File: src/rtl/cpu_types_pkg.sv
// cpu_types_pkg: shared CPU-side types; ramstate_t encodes the RAM status bus.
package cpu_types_pkg;
    typedef enum logic [1:0] {FREE, BUSY, ACCESS, ERROR} ramstate_t;
endpackage

File: src/rtl/diaosi_types_pkg.sv
// diaosi_types_pkg: memory arbiter FSM state encoding.
package diaosi_types_pkg;
    typedef enum logic [1:0] {IDLE, DACC, IACC, ERR} arb_state_t;
endpackage

File: src/rtl/memory_arbiter.sv
// memory_arbiter: shares one single-ported RAM between instruction fetch and data ports.
// Ports: CLK/nRST (async active-low); iREN/iaddr and dREN/dWEN/daddr/dstore requests;
// halt blocks new fetch grants; ihit/iload and dhit/dload completions; ramREN/ramWEN/
// ramaddr/ramstore drive the RAM, ramload/ramstate return from it; err is sticky.
module memory_arbiter
    import cpu_types_pkg::*;
    import diaosi_types_pkg::*;
#(
    parameter int unsigned STARVE_MAX = 3,
    parameter int unsigned TIMEOUT    = 15
) (
    input  logic        CLK,
    input  logic        nRST,
    input  logic        iREN,
    input  logic [31:0] iaddr,
    input  logic        dREN,
    input  logic        dWEN,
    input  logic [31:0] daddr,
    input  logic [31:0] dstore,
    input  logic        halt,
    output logic        ihit,
    output logic [31:0] iload,
    output logic        dhit,
    output logic [31:0] dload,
    output logic        ramREN,
    output logic        ramWEN,
    output logic [31:0] ramaddr,
    output logic [31:0] ramstore,
    input  logic [31:0] ramload,
    input  logic [1:0]  ramstate,
    output logic        err
);
    localparam int SW = $clog2(STARVE_MAX + 1);
    localparam int WW = $clog2(TIMEOUT + 1);

    arb_state_t    state_q, state_d;
    logic [SW-1:0] starve_q, starve_d;
    logic [WW-1:0] wait_q, wait_d;
    logic          dreq, access, fault;

    assign dreq   = dREN | dWEN;
    assign access = ramstate == ACCESS;
    assign fault  = ramstate == ERROR || wait_q == WW'(TIMEOUT);

    always_comb begin
        state_d  = state_q;
        starve_d = starve_q;
        wait_d   = wait_q;
        ihit     = 1'b0;
        iload    = '0;
        dhit     = 1'b0;
        dload    = '0;
        ramREN   = 1'b0;
        ramWEN   = 1'b0;
        ramaddr  = '0;
        ramstore = '0;
        err      = 1'b0;
        case (state_q)
            IDLE: begin
                wait_d = '0;
                if (!iREN) starve_d = '0;
                // The starvation guard only yields to fetch when fetch can actually be granted,
                // otherwise a halted pipeline would lock out data forever.
                if (dreq && (starve_q < SW'(STARVE_MAX) || !iREN || halt)) begin
                    state_d = DACC;
                    if (iREN && starve_q < SW'(STARVE_MAX)) starve_d = starve_q + 1'b1;
                end else if (iREN && !halt) begin
                    state_d  = IACC;
                    starve_d = '0;
                end
            end
            DACC: begin
                ramaddr  = daddr;
                ramstore = dstore;
                ramWEN   = dWEN;
                ramREN   = dREN & ~dWEN;
                if (access) begin
                    dhit    = dreq;
                    dload   = dreq ? ramload : '0;
                    state_d = IDLE;
                end else if (fault) state_d = ERR;
                else wait_d = wait_q + 1'b1;
            end
            IACC: begin
                ramaddr = iaddr;
                ramREN  = 1'b1;
                if (access) begin
                    ihit    = iREN;
                    iload   = iREN ? ramload : '0;
                    state_d = IDLE;
                end else if (fault) state_d = ERR;
                else wait_d = wait_q + 1'b1;
            end
            ERR: err = 1'b1;
            default: state_d = IDLE;
        endcase
    end

    always_ff @(posedge CLK or negedge nRST) begin
        if (!nRST) begin
            state_q  <= IDLE;
            starve_q <= '0;
            wait_q   <= '0;
        end else begin
            state_q  <= state_d;
            starve_q <= starve_d;
            wait_q   <= wait_d;
        end
    end
endmodule

File: config.mk
export PLATFORM = sky130hd
export DESIGN_NAME = memory_arbiter
export DESIGN_NICKNAME = d
export VERILOG_FILES = /design/src/rtl/cpu_types_pkg.sv /design/src/rtl/diaosi_types_pkg.sv /design/src/rtl/memory_arbiter.sv
export SDC_FILE = /design/constraint.sdc
export NUM_CORES = 1
export LEC_CHECK = 0
export CAP_MARGIN = 5
export CORE_AREA = 2 2 103 105
export CTS_CLUSTER_SIZE = 8
export DETAILED_ROUTE_END_ITERATION = 6
export DIE_AREA = 0 0 105 107
export GPL_TIMING_DRIVEN = 0
export PLACE_DENSITY = 0.75
export SLEW_MARGIN = 20
export SYNTH_ARGS = -nofsm -noshare
export SYNTH_HDL_FRONTEND = slang
export SYNTH_SLANG_ARGS = --single-unit
File: constraint.sdc
create_clock -name CLK -period 4.8 [get_ports CLK]
set_input_delay 0.48 -clock CLK [delete_from_list [all_inputs] [get_ports CLK]]
set_output_delay 0.48 -clock CLK [all_outputs]
set_load 0.05 [all_outputs]
==> impl_summary.txt <==
----------------------------------------------------
[Run status]
  Result of the run ... finished clean

[Detailed routing]
  First-iteration detailed-routing DRC count ... 139
  Post-Route WL ... 10.4 mm
  Vias per Instance ... 4.30
  Detailed Routing Iterations Pass 1 ... 4
  Number of nets with antenna violations after routing ... 0
  Average wire per cell in the routed design ... 15.9 µm
  Number of remaining DRC errors ... 0
  Routed via count ... 2810

[Placement]
  Detailed placement HPWL ... 9.09 mm
  Count of buffers from port buffering ... 268
  Worst setup slack before clock tree synthesis ... 1.65 ns
  Inst Count DP ... 651
  Global placement routability congestion ... 0.849

[Timing]
  Worst Hold Slack ... 0.536 ns
  Post-route setup TNS ... 0 ns
  Final worst-path cycle share ... 66.8%
  Min Clock Period, post-route ... 3.21 ns
  Final WS setup ... 1.59 ns
  Worst relative slew slack ... 63.9%
  Final setup violation count ... 0
  Slew at the pin closest to its max-slew limit ... 0.540 ns
  Unrepaired setup endpoints after global routing ... no
  Total count of hold-check failures in the final report ... 0
  Peak clock frequency supported by timing ... 0.312 GHz
  Fin Clk Skew ... 0.00367 ns
  Pins over their slew limit ... 0

[Synthesis]
  Mapped Cells ... 247
  Count of different cell masters after synthesis ... 34
  Commonest register cell after synthesis ... sky130_fd_sc_hd__dfrtp_1
  Count of flip-flops with a built-in enable after synthesis ... 0
  Largest area contributor in the netlist ... sky130_fd_sc_hd__and2_1
  Top-area cell type share of the netlist area ... 34.6%
  Post-synthesis sequential area ratio ... 11.4%
  Cell area after technology mapping ... 1750 µm²
  Synthesis warning total ... 0
  Synthesis-stage register bit count ... 8
  Async set or reset register ratio after synthesis ... 100%
  Mapped Avg Cell Area ... 7.10 µm²
  Top cells by area, synth ... sky130_fd_sc_hd__and2_1 35%, sky130_fd_sc_hd__a22oi_1 14%, sky130_fd_sc_hd__nor2b_1 12%
  Post-Syn Nets ... 389

[Die]
  Placeable Area ... 10100 µm²
  Initial cell density of the core ... 17.4%
  Die boundary width ... 105 µm
  I/O pin cnt ... 269
  Die height ... 107 µm
  Site Rows ... 37
  Die area ... 11200 µm²

[Clock tree]
  CTS clk-pin slew, worst paths ... 0.04 ns
  Total clock buffers created by CTS ... 3
  Hold-fix buffers, CTS ... 0
  Cell at the root of the clock tree ... sky130_fd_sc_hd__clkbuf_8
  Worst-skew pair later-pin latency ... 0.23 ns
  Post-cts gate resize count ... 0
  Clock tree from TritonCTS ... yes
  # clock sinks ... 8
  Buffers inserted during post-CTS setup optimization ... 0
  H-tree depth reported by CTS ... 1
  Number of buffers between clock root and the deepest sink ... 2

[Global routing]
  Via count of the first global-routing pass ... 2774
  Wire length of the first global-routing pass ... 15.5 mm
  Gr ovfl total ... 0
  Pin count of the biggest net entering global routing ... 11
  Number of antenna violations at the first check in global routing ... 0
  Total Routing Usage GR ... 17.0%

[Job]
  Max-Cap Viols ... 0

[Cells and area]
  Layout overhead on the synthesized area ... 165%
  Number of diodes ... 0
  Layout net count ... 662
  Final-layout fill cell count ... 997
  Fraction of final layout cells sized beyond drive strength 1 ... 3.28%
  Register cell area after layout ... 200 µm²
  Area occupied by multi-input gates ... 1430 µm²
  Final non-filler cell total ... 654

[Power and ir drop]
  Post-layout power ... 2500 µW
  Maximum vdd drop ... 0.000288 V
  Leak pwr ... 0.00176 µW
  Power density cells ... 539 nW/µm²

[Worst setup path]
  Data arrival, critical path ... 2.73 ns
  Worst setup path class ... reg2out
  Startpoint type of the worst setup path ... register
  Worst path required time ... 4.32 ns
  Cell with the largest stage delay on the worst path ... sky130_fd_sc_hd__clkdlybuf4s50_1
  Sequence of cells on the critical path ... inv_1, ha_1, buf_2, clkbuf_1, nor2b_1, clkdlybuf4s50_1
  Worst-case register-to-register setup slack ... 3.12 ns
  Critical Path Fanout Max ... 10
  Critical path's largest stage delay ... 0.83 ns
  Setup crit end kind ... primary output

[Min path]
  Class of the most critical hold timing path ... in2async

----------------------------------------------------
==> stage by stage <==
step	utilization, %	cell area, µm²
floorplan	-	1750
global placement	45.6	4610
detailed placement	45.6	4610
CTS	46.0	4650
global route	46.0	4650
finish	46.0	4650
==> layer usage <==
layer,up-vias,GRT usage [%],part of all wire [%]
met4,0,1.81,0.68
met2,108,32.2,53
li1,1383,-,-
met5,-,0,0
met1,1313,20.1,40
met3,6,3.95,6.4
==> registers in the layout, summed over array words and instances, names as in the netlist <==
register and count:
wait_q 4, starve_q 2, state_q 2
==> cell usage in the layout (no fill, tap or decap), drive strengths merged <==
| master | count |
|---|---|
| a21oi | 2 |
| a22oi | 32 |
| nor3b | 2 |
| nand2 | 8 |
| buf | 11 |
| nor2 | 3 |
| a311o | 1 |
| a41o | 1 |
| o21a | 1 |
| a22o | 3 |
| a32o | 1 |
| and3 | 1 |
| o21bai | 1 |
| and3b | 1 |
| nand3 | 1 |
| nor2b | 33 |
| and2 | 97 |
| mux2i | 2 |
| clkdlybuf4s50 | 268 |
| nand2b | 2 |
| o21ai | 3 |
| inv | 6 |
| and2b | 1 |
| o31ai | 1 |
| dfrtp | 8 |
| clkbuf | 14 |
| a41oi | 1 |
| a221o | 2 |
| a31oi | 2 |
| a32oi | 1 |
| mux2 | 1 |
| and4 | 1 |
| ha | 6 |
==> report_power, final <==
group / switching [µW] / internal (µW) / total (µW)
sequential: 24.6 / 93.0 / 118
clock: 27.4 / 54.4 / 81.8
combinational: 1460 / 842 / 2300
==> cells in the mapped netlist (2+ instances only) <==
| cell | instances |
|---|---|
| sky130_fd_sc_hd__inv_1 | 6 |
| sky130_fd_sc_hd__a21oi_1 | 2 |
| sky130_fd_sc_hd__nor2b_1 | 33 |
| sky130_fd_sc_hd__nor3b_1 | 2 |
| sky130_fd_sc_hd__mux2i_1 | 2 |
| sky130_fd_sc_hd__and2_1 | 97 |
| sky130_fd_sc_hd__clkbuf_1 | 11 |
| sky130_fd_sc_hd__nor2_1 | 3 |
| sky130_fd_sc_hd__nand2b_1 | 2 |
| sky130_fd_sc_hd__nand2_1 | 8 |
| sky130_fd_sc_hd__a221o_1 | 2 |
| sky130_fd_sc_hd__o21ai_0 | 3 |
| sky130_fd_sc_hd__a22oi_1 | 32 |
| sky130_fd_sc_hd__ha_1 | 6 |
| sky130_fd_sc_hd__a22o_1 | 3 |
| sky130_fd_sc_hd__dfrtp_1 | 8 |
| sky130_fd_sc_hd__buf_2 | 10 |
==> worst max-delay path: cells and delay by family, from the launching register on <==
kind,cells,cell delay [ns]
flops,1,0.38
buf+inv,4,1.47
simple gates,1,0.18
fa+ha+maj,1,0.45
==> logic make-up after synthesis <==
| family | synth area share (%) |
|---|---|
| flip-flops | 11.4 |
| adder cells (fa/ha/maj) | 4.28 |
| buffers and inverters | 6.92 |
| multiplexers | 1.78 |
| AND/OR/NAND/NOR | 52.7 |
| AO/OA/AOI/OAI | 22.8 |
==> path summary, 6_finish.rpt <==
path | depth (start not counted) | start | endpoint
max reg2reg | 5 | state_q[0] | state_q[1]
min | 1 | nRST | starve_q[1]
min in group CLK | 1 | state_q[1] | state_q[1]
max in group asynchronous | 1 | nRST | wait_q[2]
max | 6 | state_q[1] | ramaddr[9]
min reg2reg | 1 | state_q[1] | state_q[1]
==> area by class of cell <==
| cell class | instances | area share (%) |
|---|---|---|
| Buffer | 22 | 2.13 |
| Inverter | 6 | 0.485 |
| Tap cell | 136 | 3.66 |
| Sequential cell | 8 | 4.31 |
| Clock buffer | 3 | 0.889 |
| Multi-Input combinational cell | 211 | 30.8 |
| Timing Repair Buffer | 268 | 57.7 |
(Power assumes the default switching activity.)
